--- config.mk ---
export PLATFORM = sky130hd
export DESIGN_NAME = psm_ctrl
export DESIGN_NICKNAME = d
export VERILOG_FILES = /design/src/rtl/psm_ctrl.sv
export SDC_FILE = /design/constraint.sdc
export NUM_CORES = 1
export LEC_CHECK = 0
export CORE_UTILIZATION = 53
export CTS_CLUSTER_DIAMETER = 40
export DETAILED_ROUTE_END_ITERATION = 16
export HOLD_SLACK_MARGIN = 0.08
export PLACE_DENSITY = 0.82
export SLEW_MARGIN = 20
export SYNTH_ARGS = -nofsm -noshare
export SYNTH_HDL_FRONTEND = slang
export SYNTH_SLANG_ARGS = --single-unit
--- constraint.sdc ---
create_clock -name clk -period 2 [get_ports clk]
set_clock_uncertainty 0.1 [all_clocks]
set_input_delay 0.4 -clock clk [delete_from_list [all_inputs] [get_ports clk]]
set_output_delay 0.4 -clock clk [all_outputs]
set_load 0.005 [all_outputs]
--- src/rtl/psm_ctrl.sv ---
// Power-sequence controller: PSM reset sequencing with a nested PS2
// transfer FSM, ack timeout detection and a saturating error counter.
module psm_ctrl #(
  parameter int unsigned RST_CYCLES  = 4,
  parameter int unsigned ACK_TIMEOUT = 15
) (
  input  logic       clk,
  input  logic       reset,
  input  logic       start_req,
  input  logic       stop_req,
  input  logic       xfer_req,
  input  logic       xfer_ack,
  output logic [2:0] sm_psm,
  output logic [2:0] sm_ps2,
  output logic       rst_out,
  output logic       xfer_busy,
  output logic       timeout_err,
  output logic [7:0] err_cnt
);

  typedef enum logic [2:0] {
    PSM_IDL = 3'd0,
    PSM_RST = 3'd6,
    PSM_ZOT = 3'd7
  } psm_t;

  typedef enum logic [2:0] {
    PS2_IDL = 3'd0,
    PS2_FOO = 3'd1
  } ps2_t;

  localparam logic [7:0] RST_LAST = 8'(RST_CYCLES - 1);
  localparam logic [7:0] TMO_LAST = 8'(ACK_TIMEOUT - 1);

  psm_t       psm_q, psm_d;
  ps2_t       ps2_q, ps2_d;
  logic [7:0] rcnt_q, rcnt_d;
  logic [7:0] wcnt_q, wcnt_d;
  logic [7:0] err_q, err_d;
  logic       pend_q, pend_d;
  logic       tmo_q, tmo_d;

  always_ff @(posedge clk) begin
    if (reset) begin
      psm_q  <= PSM_IDL;
      ps2_q  <= PS2_IDL;
      rcnt_q <= '0;
      wcnt_q <= '0;
      err_q  <= '0;
      pend_q <= 1'b0;
      tmo_q  <= 1'b0;
    end else begin
      psm_q  <= psm_d;
      ps2_q  <= ps2_d;
      rcnt_q <= rcnt_d;
      wcnt_q <= wcnt_d;
      err_q  <= err_d;
      pend_q <= pend_d;
      tmo_q  <= tmo_d;
    end
  end

  always_comb begin
    psm_d  = psm_q;
    ps2_d  = ps2_q;
    rcnt_d = rcnt_q;
    wcnt_d = wcnt_q;
    err_d  = err_q;
    pend_d = pend_q;
    tmo_d  = 1'b0;

    unique case (1'b1)
      (psm_q == PSM_IDL): begin
        if (start_req) begin
          psm_d  = PSM_RST;
          rcnt_d = '0;
        end
      end
      (psm_q == PSM_RST): begin
        if (stop_req) begin
          psm_d = PSM_IDL;
        end else if (rcnt_q == RST_LAST) begin
          psm_d = PSM_ZOT;
        end else begin
          rcnt_d = rcnt_q + 8'd1;
        end
      end
      (psm_q == PSM_ZOT): begin
        // A stop during a transfer is held until PS2 drains to idle
        if (ps2_q == PS2_IDL && (stop_req || pend_q)) begin
          psm_d  = PSM_IDL;
          pend_d = 1'b0;
        end else if (ps2_q == PS2_FOO && stop_req) begin
          pend_d = 1'b1;
        end
      end
      default: psm_d = PSM_IDL;
    endcase

    unique case (1'b1)
      (ps2_q == PS2_IDL): begin
        if (psm_q == PSM_ZOT && xfer_req &&
            !stop_req && !pend_q) begin
          ps2_d  = PS2_FOO;
          wcnt_d = '0;
        end
      end
      (ps2_q == PS2_FOO): begin
        if (xfer_ack) begin
          ps2_d = PS2_IDL;
        end else if (wcnt_q == TMO_LAST) begin
          ps2_d = PS2_IDL;
          tmo_d = 1'b1;
          if (err_q != 8'hFF) err_d = err_q + 8'd1;
        end else begin
          wcnt_d = wcnt_q + 8'd1;
        end
      end
      default: ps2_d = PS2_IDL;
    endcase
  end

  assign sm_psm      = psm_q;
  assign sm_ps2      = ps2_q;
  assign rst_out     = (psm_q == PSM_RST);
  assign xfer_busy   = (ps2_q == PS2_FOO);
  assign timeout_err = tmo_q;
  assign err_cnt     = err_q;

endmodule

==> Word-level counts from Yosys, hierarchy flattened <==
Index checks and enable logic that the tools add are counted.
{ "classes": {"add_sub_neg": 3, "n_eq_ne": 15, "n_mux": 20, "bitwise_logic": 2, "n_reduce_logical": 20} }
{ "ops": {"columns": ["cell", "count"], "rows": [
  ["2-to-1 mux 8 bit", 6],
  ["one-hot mux 8 bit (2 select lines)", 2],
  ["adder 8 x 1 -> 8 bit (second input constant)", 3],
  ["2-to-1 mux 3 bit", 7],
  ["AND reduction 4 bit", 3],
  ["!= test 2 bit (second input constant)", 5],
  ["one-hot mux 3 bit (3 select lines)", 1],
  ["== test 8 x 2 -> 1 bit (second input constant)", 1],
  ["== test 8 x 4 -> 1 bit (second input constant)", 1],
  ["!= test 8 bit (second input constant)", 1],
  ["== test 3 bit (second input constant)", 2],
  ["zero test 3 bit", 2],
  ["!= test 3 x 2 -> 1 bit (second input constant)", 2],
  ["one-hot mux 3 bit (2 select lines)", 1],
  ["nonzero test 2 bit", 3],
  ["logical AND 1 bit", 5],
  ["!= test 2 x 1 -> 1 bit (second input constant)", 2],
  ["AND reduction 2 bit", 2],
  ["== test 3 x 1 -> 1 bit (second input constant)", 1],
  ["2-to-1 mux 1 bit", 3],
  ["AND reduction 3 bit", 1],
  ["OR reduction 3 bit", 1],
  ["zero test 1 bit", 2],
  ["inverter 1 bit", 2],
  ["logical OR 1 bit", 1]
]} }
{ "word_totals": {"reg_bits": 32, "out_inout_bits": 17, "elab_cells": 67} }

==> Depth between registers and ports, before layout <==
Gate-level depths: netlist of run 1.
{ "depth": {"word_depth": 6, "mapped_depth": 7, "depth_no_buf": 6} }

==> Least setup slack after synthesis of run 1 <==
OpenSTA, ideal clock, no wires.
{ "synth_path": {"path_kind": "register -> register", "from": "reg wcnt_q[0]", "to": "reg wcnt_q[1]", "arrival_time_ns": 1.624, "slack_ns": 0.206, "stages_incl_launch_ff": 8, "synth_period_minus_slack_ns": 1.794, "cell_sequence": "dfxtp_1 -> inv_1 -> ha_1 -> and3_1 -> a21bo_2 -> buf_4 -> or3b_1 -> a21oi_1"} }
{ "synth_via": {"elab_chain_len": 4, "word_cells_on_any_way": 7, "classes_between": "add/sub (1); eq/ne (2); mux (3); reduce/logical (1)"} }
{ "synth_rtl": {"columns": ["element", "line_no", "rtl"], "rows": [
  ["from (decl)", "38", "logic [7:0] wcnt_q, wcnt_d;"],
  ["from (signal assigned)", "56", "wcnt_q <= wcnt_d;"],
  ["adder 8 x 1 -> 8 bit", "116", "wcnt_d = wcnt_q + 8'd1;"],
  ["2-to-1 mux 8 bit", "111", "end else if (wcnt_q == TMO_LAST) begin"],
  ["2-to-1 mux 8 bit", "109", "if (xfer_ack) begin"],
  ["one-hot mux 8 bit (2 select lines)", "100", "unique case (1'b1)"]
]} }
Several ways; a longest one is shown, not always the timed one. The select of a mux whose other input is x is not followed.
A chain may end at the register's enable or synchronous reset.

==> Worst setup path after layout of run 1 <==
{ "layout_path": {"from": "reg psm_q[0], in the netlist sm_psm[0]", "to": "out rst_out"} }
{ "layout_via": {"elab_chain_len": 1} }
{ "layout_rtl": {"columns": ["element", "line_no", "rtl"], "rows": [
  ["from (decl)", "35", "psm_t psm_q, psm_d;"],
  ["from (signal assigned)", "53", "psm_q <= psm_d;"],
  ["== test 3 bit", "125", "assign rst_out = (psm_q == PSM_RST);"],
  ["to (decl)", "15", "output logic rst_out,"]
]} }
Every way passes these cells.

==> results.yml, run 1 <==
setup_path:
  reg2reg_to: "rcnt_q[5]$_SDFFE_PP0P_"
  ff2ff_path_depth: 6
  r2r_start: "rcnt_q[0]$_SDFFE_PP0P_"
  r2r_slack_ns: 0.12
  critPathMaxFanout: 11
  cp.required_ns: 1.50
  criticalPathCategory: "register to output port"
  critPathArrivalTime_ns: 1.42
  startpoint_type: "register"
  crit_path_end_kind: "output port"
sta:
  min_period_over_period: 0.962
  fmax_mhz: 520
  rsz0062_at_grt: "false"
  report.final.slew_viol_count: 0
  min_period_ns: 1.92
  relSlewSlack: 0.605
  setup_viol: 0
  finalHoldViolCount: 0
  tns_ns: 0
  worstMarginPinSlew_ns: 0.591
floorplanning:
  io-pin-count: 23
  core.rowCount: 19
  fp.dieH_um: 56.2
  core_um2: 2780
  die_w_um: 56.2
  initial_utilization: 0.560
  dieArea_um2: 3160
run:
  drv_cap: 0
synthesis:
  yosys.area.top_type: "dfxtp_1"
  synth_top_flop_cell: "dfxtp_1"
  synth_most_common_cell: "dfxtp_1"
  synthesis.area_um2: 1560
  yosys.area.top_type_share: 0.373
  synth_common_cells: "dfxtp_1, nand3_1, a21oi_1, nand2_1, nor2_1"
  yosysWarnings: 0
  synth_cells: 187
  synth_edf_count: 0
  synthArstFlopShare: 0
  synthTopCellsByArea: "dfxtp_1, nand3_1, a21oi_1, nand2_1, a31oi_1"
  synth-seq-cells: 29
  yosys.cell_types.count: 49
  ys_seq_area_frac: 0.373
  synth_area_per_cell_um2: 8.33
cells_and_area:
  fillCellCount: 226
  area_growth_pct: 22.2
  fin_area_um2: 1900
  antennaDiodeCount: 0
  drive_above_1_share: 0.127
  fin_nets: 229
detailed_routing:
  vias: 1522
  ant_nets: 0
  avgRoutedWirePerCell_um: 14.0
  dr.pass1.iters: 4
  dr.first_iter.drc_count: 87
  via_per_inst: 6.06
  drc: 0
  wl_mm: 3.51
cts:
  cts_made_buffers: 5
  clock_sinks: 29
  post-cts-setup-buffer-count: 0
  htreeDepth: 2
  cts-root-buf: "clkbuf_4"
  clk_latency_ns: 0.33
  tritoncts: "done"
  holdBufCountCts: 0
  clk_pin_slew_worst_paths_ns: 0.09
  clk_path_buf_depth: 2
global_routing:
  grt_usage: 0.244
  grt_overflow: 0
  grt_pass1_vias: 1364
  antenna_found_initial: 0
  grt_max_degree: 26
  grt_pass1_wl_mm: 5.91
place:
  numPortBuffers: 20
  placed_area_um2: 1850
  place_congestion: 0.864
  dp.final_hpwl_mm: 2.55
min_path:
  min_from: "wcnt_q[0]$_SDFFE_PP0P_"
  min_to: "wcnt_q[0]$_SDFFE_PP0P_"
  hold_class: "register to register"
  worstHoldPathCells: 2
status:
  status: "completed"
power_and_ir_drop:
  peakVddDrop_v: 0.000524
  powerDensity_nw_per_um2: 534
  p_leak_nw: 0.672
-- cells by family (layout without fill, tap and decap cells) --
group / after synthesis / count (layout) / share of synthesized area
and+or+nand+nor: 83 / 83 / 0.304
AOI/OAI and AO/OA: 52 / 52 / 0.224
DFF: 29 / 29 / 0.373
buffers and inverters: 16 / 48 / 0.0514
adders and majority gates: 4 / 4 / 0.0321
muxes: 2 / 2 / 0.0137
other: 1 / 2 / 0.00241
-- routing by layer --
layer	routed length, um	global-route usage	vias to the layer above
li1	-	-	766
met1	1540	0.285	700
met2	1720	0.410	44
met3	140	0.0488	12
met4	106	0.143	0
met5	0	0	-
-- through the flow --
step / setup slack, ns / std cells / util / hold slack (ns) / power [mW]
2_1_floorplan: 0.206 / 188 / - / 0.351 / 0.650
3_3_place_gp: -0.138 / 243 / 0.666 / 0.377 / 0.683
3_5_place_dp: -0.205 / 243 / 0.666 / 0.393 / 0.686
4_1_cts: 0.0635 / 251 / 0.684 / 0.407 / 1.02
5_1_grt: 0.0112 / 251 / 0.684 / 0.432 / 1.05
6_report: 0.0767 / 251 / 0.684 / 0.402 / 1.02
-- area by class of cell --
type | instances | area [um^2] | area share
clock buffers | 8 | 48.8 | 0.0256
inverters | 5 | 18.8 | 0.00986
multi-input cells | 143 | 901 | 0.473
flip-flops and latches | 29 | 583 | 0.306
well taps | 31 | 38.8 | 0.0204
repair buffers | 35 | 313 | 0.164
-- worst max-delay path by stage --
stage	from	end	slack (ns)	cells past startpoint
floorplan	wcnt_q[0]$_SDFFE_PP0P_	wcnt_q[1]$_SDFFE_PP0P_	0.21	7
global placement	stop_req	rcnt_q[7]$_SDFFE_PP0P_	-0.14	5
detailed placement	stop_req	rcnt_q[7]$_SDFFE_PP0P_	-0.20	5
CTS	sm_psm[0]$_SDFFE_PP0P_	rst_out	0.06	3
global route	sm_psm[1]$_SDFFE_PP0P_	rst_out	0.01	2
finish	sm_psm[0]$_SDFFE_PP0P_	rst_out	0.08	3
-- critical path, cell delays in order, from the launching register on --
cell	delay [ns]
dfxtp_1	0.31
buf_4	0.16
nor2b_1	0.11
clkdlybuf4s50_1	0.50
-- cell usage in the layout (no fill, tap or decap), drive strengths merged, types with 2 or more instances in the layout --
master,count
or4b,2
buf,15
clkdlybuf4s50,20
clkbuf,8
a21o,3
or4,4
conb,2
o211ai,2
nand3,21
ha,4
o41ai,2
nand2,15
o22a,3
a31oi,8
nand4,3
inv,5
and3,2
dfxtp,29
a21bo,2
nor4,2
or3,2
nor3b,3
nand2b,3
nor3,4
o21ai,5
o31ai,3
a22oi,2
nor2,11
a21oi,15
nor2b,3
-- repair_timing --
item / CTS / global route
gates resized for setup: 1 / 1
endpoints found under the setup margin: 1 / 2
gates cloned: 0 / 0
-- flip-flops by register name (all words and copies together) (netlist names) --
register	cells
err_cnt	8
pend_q	1
rcnt_q	8
sm_ps2	1
sm_psm	2
timeout_err	1
wcnt_q	8
-- power by group --
group / switching, mW / internal (mW)
combinational: 0.0404 / 0.0434
clock: 0.202 / 0.140
sequential: 0.00850 / 0.582
Note: power is estimated with default switching activity, not from simulation.
==> inputs of run 2 (changes only) <==
CORE_UTILIZATION = 56   (was 53)
CTS_BUF_LIST = sky130_fd_sc_hd__clkbuf_4   (was not set)
GPL_ROUTABILITY_DRIVEN = 0   (was not set)
PLACE_DENSITY = 0.86   (was 0.82)
TNS_END_PERCENT = 20   (was not set)
==> run 2 against run 1 <==
  * Sequential power hardly changed
  * Sequential cell count stayed put
  * Largest cell class unchanged
  * Critical path type unchanged
  * Global-route usage is 3.8 points higher
  * Sequential share of layout area down 0.40 points
  * Worst hold slack better by 0.0015 ns
  * Count of clock-buffer cells in the layout shrank 3
==> results.yml, run 2 (synthesis gave the netlist of run 1 again) <==
sta:
  rsz0062_at_grt: "false"
  min_period_over_period: 0.954
  setup_viol: 0
  finalHoldViolCount: 0
  fmax_mhz: 524
  min_period_ns: 1.91
  report.final.slew_viol_count: 0
  tns_ns: 0
  layout_setup_ws_ns: 0.0910
cts:
  cts_made_buffers: 5
  clk_latency_ns: 0.34
  cts-root-buf: "clkbuf_4"
  clock_sinks: 29
  tritoncts: "done"
  htreeDepth: 2
  clk_pin_slew_worst_paths_ns: 0.10
  clk_path_buf_depth: 2
  holdBufCountCts: 0
  post-cts-setup-buffer-count: 0
setup_path:
  critPathSlowestCell: "clkdlybuf4s50_1"
  criticalPathCategory: "register to output port"
  slowest_delay_ns: 0.50
  cp.depth: 2
  endpoint: "sm_psm[0]"
  r2r_slack_ns: 0.12
  startpoint_type: "register"
  critPathLaunch: "sm_psm[0]$_SDFFE_PP0P_"
  r2r_start: "wcnt_q[0]$_SDFFE_PP0P_"
  cp_top_family: "buffers and inverters"
  cp_cell_sequence: "buf_4, clkdlybuf4s50_1"
  cp.required_ns: 1.50
  ff2ff_path_depth: 6
  critPathArrivalTime_ns: 1.41
  crit_buf_inv: 2
  reg2reg_to: "err_cnt[7]$_SDFFE_PP0P_"
  crit_path_end_kind: "output port"
  critPathMaxFanout: 9
place:
  numPortBuffers: 20
  place_ws_ns: -0.190
  placed_area_um2: 1860
  dp.final_hpwl_mm: 2.66
global_routing:
  grt_pass1_wl_mm: 6.00
  grt_max_degree: 26
  antenna_found_initial: 0
  grt_usage: 0.282
  grt_overflow: 0
  grt_pass1_vias: 1396
floorplanning:
  dieArea_um2: 3000
  die_w_um: 54.7
  core_um2: 2540
  core.rowCount: 18
  fp.dieH_um: 54.7
  io-pin-count: 23
  initial_utilization: 0.612
detailed_routing:
  dr.first_iter.drc_count: 40
  ant_nets: 0
  vias: 1556
  dr.pass1.iters: 4
  avgRoutedWirePerCell_um: 14.5
  drc: 0
  wl_mm: 3.64
  via_per_inst: 6.20
power_and_ir_drop:
  p_leak_nw: 0.695
  powerDensity_nw_per_um2: 533
  peakVddDrop_v: 0.000534
cells_and_area:
  area_growth_pct: 23.8
  fillCellCount: 190
  fin_area_um2: 1930
  antennaDiodeCount: 0
  drive_above_1_share: 0.154
  final_cell_mix: "dfxtp_1, nand3_1, clkdlybuf4s50_1"
  fin_nets: 230
  layout_commonest_cell: "dfxtp_1"
min_path:
  hold_class: "register to register"
status:
  status: "completed"
run:
  drv_cap: 0
==> run 2: per-stage QoR <==
stage,hold slack [ns],cells,utilization,total power [mW]
final,0.404,251,0.758,1.03
after global routing,0.433,251,0.758,1.07
after CTS,0.403,251,0.752,1.03
after detailed placement,0.389,243,0.730,0.687
after global placement,0.375,243,0.730,0.683
after floorplan,0.351,188,-,0.650
==> run 2: cell type report <==
| type | count | area [um^2] | share of cell area |
|---|---|---|---|
| flip-flops and latches | 29 | 583 | 0.302 |
| inverters | 5 | 18.8 | 0.00973 |
| repair buffers | 36 | 323 | 0.167 |
| clock buffers | 5 | 37.5 | 0.0195 |
| clock inverters | 3 | 17.5 | 0.00909 |
| multi-input cells | 143 | 911 | 0.472 |
| well taps | 30 | 37.5 | 0.0195 |
==> run 2: timing repair <==
item,4_1_cts,5_1_grt
resized for setup,1,4
cloned,0,0
endpoints found under the setup margin,1,4
==> run 2: routing by layer <==
metal | up-vias | routed length (um) | track usage
met5 | - | 0 | 0
met4 | 0 | 75 | 0.124
met3 | 8 | 208 | 0.0944
met2 | 62 | 1730 | 0.454
met1 | 721 | 1630 | 0.335
li1 | 765 | - | -
==> run 2: power breakdown <==
group	total, mW	leakage [nW]	internal [mW]	switching (mW)
clock	0.353	0.0310	0.132	0.221
sequential	0.590	0.235	0.582	0.00823
combinational	0.0844	0.429	0.0438	0.0406
==> run 2: worst min-delay path by stage <==
stage	from	end	slack, ns	depth (start not counted)
2_1_floorplan	rcnt_q[6]$_SDFFE_PP0P_	rcnt_q[6]$_SDFFE_PP0P_	0.35	1
6_report	err_cnt[1]$_SDFFE_PP0P_	err_cnt[1]$_SDFFE_PP0P_	0.40	2
3_3_place_gp	rcnt_q[1]$_SDFFE_PP0P_	rcnt_q[1]$_SDFFE_PP0P_	0.38	2
3_5_place_dp	rcnt_q[1]$_SDFFE_PP0P_	rcnt_q[1]$_SDFFE_PP0P_	0.39	2
4_1_cts	rcnt_q[1]$_SDFFE_PP0P_	rcnt_q[1]$_SDFFE_PP0P_	0.40	2
5_1_grt	err_cnt[1]$_SDFFE_PP0P_	err_cnt[1]$_SDFFE_PP0P_	0.43	2
==> run 2: worst min-delay path, delay by kind of cell (launching register included) <==
| kind | cells | cell delay (ns) |
|---|---|---|
| flip-flops | 1 | 0.35 |
| AND/OR/NAND/NOR | 1 | 0.06 |
| multiplexers | 1 | 0.06 |
==> inputs of run 3 (changes only) <==
GPL_ROUTABILITY_DRIVEN = not set   (was 0)
PLACE_DENSITY = 0.83   (was 0.86)
SKIP_CTS_REPAIR_TIMING = 1   (was not set)
==> run 3 against run 2 <==
  * Die area unchanged
  * Total power down 1.9%
  * Register-to-register slack about the same
  * Core utilization down 1.4 points
  * Wire length down 0.80%
==> results.yml, run 3 (synthesis gave the netlist of run 1 again) <==
floorplanning:
  die_w_um: 54.7
  fp.dieH_um: 54.7
  dieArea_um2: 3000
  initial_utilization: 0.612
  io-pin-count: 23
  core_um2: 2540
  core.rowCount: 18
place:
  dp.cells: 241
  place_congestion: 0.842
  numPortBuffers: 20
  place_ws_ns: -0.147
  placed_area_um2: 1840
  dp.final_hpwl_mm: 2.64
cts:
  clk_path_buf_depth: 2
  tritoncts: "done"
  clk_latency_ns: 0.33
  htreeDepth: 2
  clk_pin_slew_worst_paths_ns: 0.08
  clock_sinks: 29
  cts_made_buffers: 5
  cts-root-buf: "clkbuf_4"
power_and_ir_drop:
  p_leak_nw: 0.670
  p_sw_frac: 0.240
  total_power_mw: 1.01
  seqPwrFrac: 0.583
  powerDensity_nw_per_um2: 533
  power_frac_comb: 0.085
  peakVddDrop_v: 0.000473
  p_sw_mw: 0.242
  pwr-share-clk: 0.332
  p_int_mw: 0.766
setup_path:
  startpoint_type: "register"
  criticalPathCategory: "register to output port"
  crit_buf_inv: 2
  r2r_start: "wcnt_q[0]$_SDFFE_PP0P_"
  critPathMaxFanout: 11
  crit_path_end_kind: "output port"
  cp_top_family: "buffers and inverters"
  cp.required_ns: 1.50
  critPathSlowestCell: "clkdlybuf4s50_1"
  critPathArrivalTime_ns: 1.44
  critPathLaunch: "sm_psm[0]$_SDFFE_PP0P_"
  slowest_delay_ns: 0.51
  cp_cell_sequence: "buf_4, nor2b_1, clkdlybuf4s50_1"
sta:
  relSlewSlack: 0.597
  report.final.slew_viol_count: 0
  finalHoldViolCount: 0
  fmax_mhz: 516
  rsz0062_at_grt: "false"
  min_period_over_period: 0.970
  min_period_ns: 1.94
  setup_viol: 0
  layout_setup_ws_ns: 0.0602
  worstMarginPinSlew_ns: 0.602
cells_and_area:
  multiInputGateArea_um2: 901
  layout_commonest_cell: "dfxtp_1"
  final-seq-area_um2: 582
  area_growth_pct: 21.5
  fin_area_um2: 1890
  drive_above_1_share: 0.124
  layoutNonFillerInstCount: 248
  final_cell_mix: "dfxtp_1, nand3_1, clkdlybuf4s50_1"
  fin_nets: 228
  antennaDiodeCount: 0
  fillCellCount: 194
global_routing:
  grt_usage: 0.267
  grt_pass1_wl_mm: 5.62
  grt_pass1_vias: 1329
  grt_max_degree: 26
  grt_overflow: 0
  antenna_found_initial: 0
detailed_routing:
  dr.first_iter.drc_count: 45
  vias: 1558
  avgRoutedWirePerCell_um: 14.6
  drc: 0
  ant_nets: 0
  wl_mm: 3.61
  dr.pass1.iters: 4
  via_per_inst: 6.28
min_path:
  min_from: "rcnt_q[1]$_SDFFE_PP0P_"
  hold_class: "register to register"
status:
  status: "completed"
run:
  drv_cap: 0
## run 3: worst paths after layout
check | endpoint | slack (ns) | cells after the start
worst max register to register | wcnt_q[6]$_SDFFE_PP0P_ | 0.12 | 6
worst min-delay path | rcnt_q[1]$_SDFFE_PP0P_ | 0.40 | 2
worst min register to register | rcnt_q[1]$_SDFFE_PP0P_ | 0.40 | 2
worst max-delay path | rst_out | 0.06 | 3
## run 3: routing by layer
| metal | vias to the layer above | wire (um) | global-route usage |
|---|---|---|---|
| li1 | 766 | - | - |
| met3 | 8 | 214 | 0.0861 |
| met2 | 54 | 1780 | 0.450 |
| met5 | - | 0 | 0 |
| met4 | 0 | 58 | 0.103 |
| met1 | 730 | 1550 | 0.309 |
## run 3: power by group through the flow
| stage | logic, mW | registers (mW) | clock network (mW) |
|---|---|---|---|
| floorplan | 0.0491 | 0.600 | 0 |
| global placement | 0.0822 | 0.601 | 0 |
| detailed placement | 0.0848 | 0.601 | 0 |
| CTS | 0.0852 | 0.588 | 0.339 |
| global route | 0.0938 | 0.589 | 0.366 |
| finish | 0.0856 | 0.588 | 0.334 |
## run 3: final cells by class
class	instances	area share
Sequential cell	29	0.307
Multi-Input combinational cell	143	0.476
Inverter	5	0.00991
Tap cell	30	0.0198
Clock inverter	1	0.00198
Clock buffer	6	0.0238
Timing Repair Buffer	34	0.161
## run 3: per-stage QoR
stage               TNS, ns   util  hold slack [ns]
floorplan                 0      -            0.351
global placement     -0.351  0.724            0.374
detailed placement   -0.806  0.724            0.390
CTS                       0  0.743            0.402
global route              0  0.744            0.419
finish                    0  0.744            0.397
## run 3: tightest hold or removal path: cells and delay by family (launching register included)
kind            cells  cell delay [ns]
flops               1             0.33
simple gates        1             0.07
compound gates      1             0.06
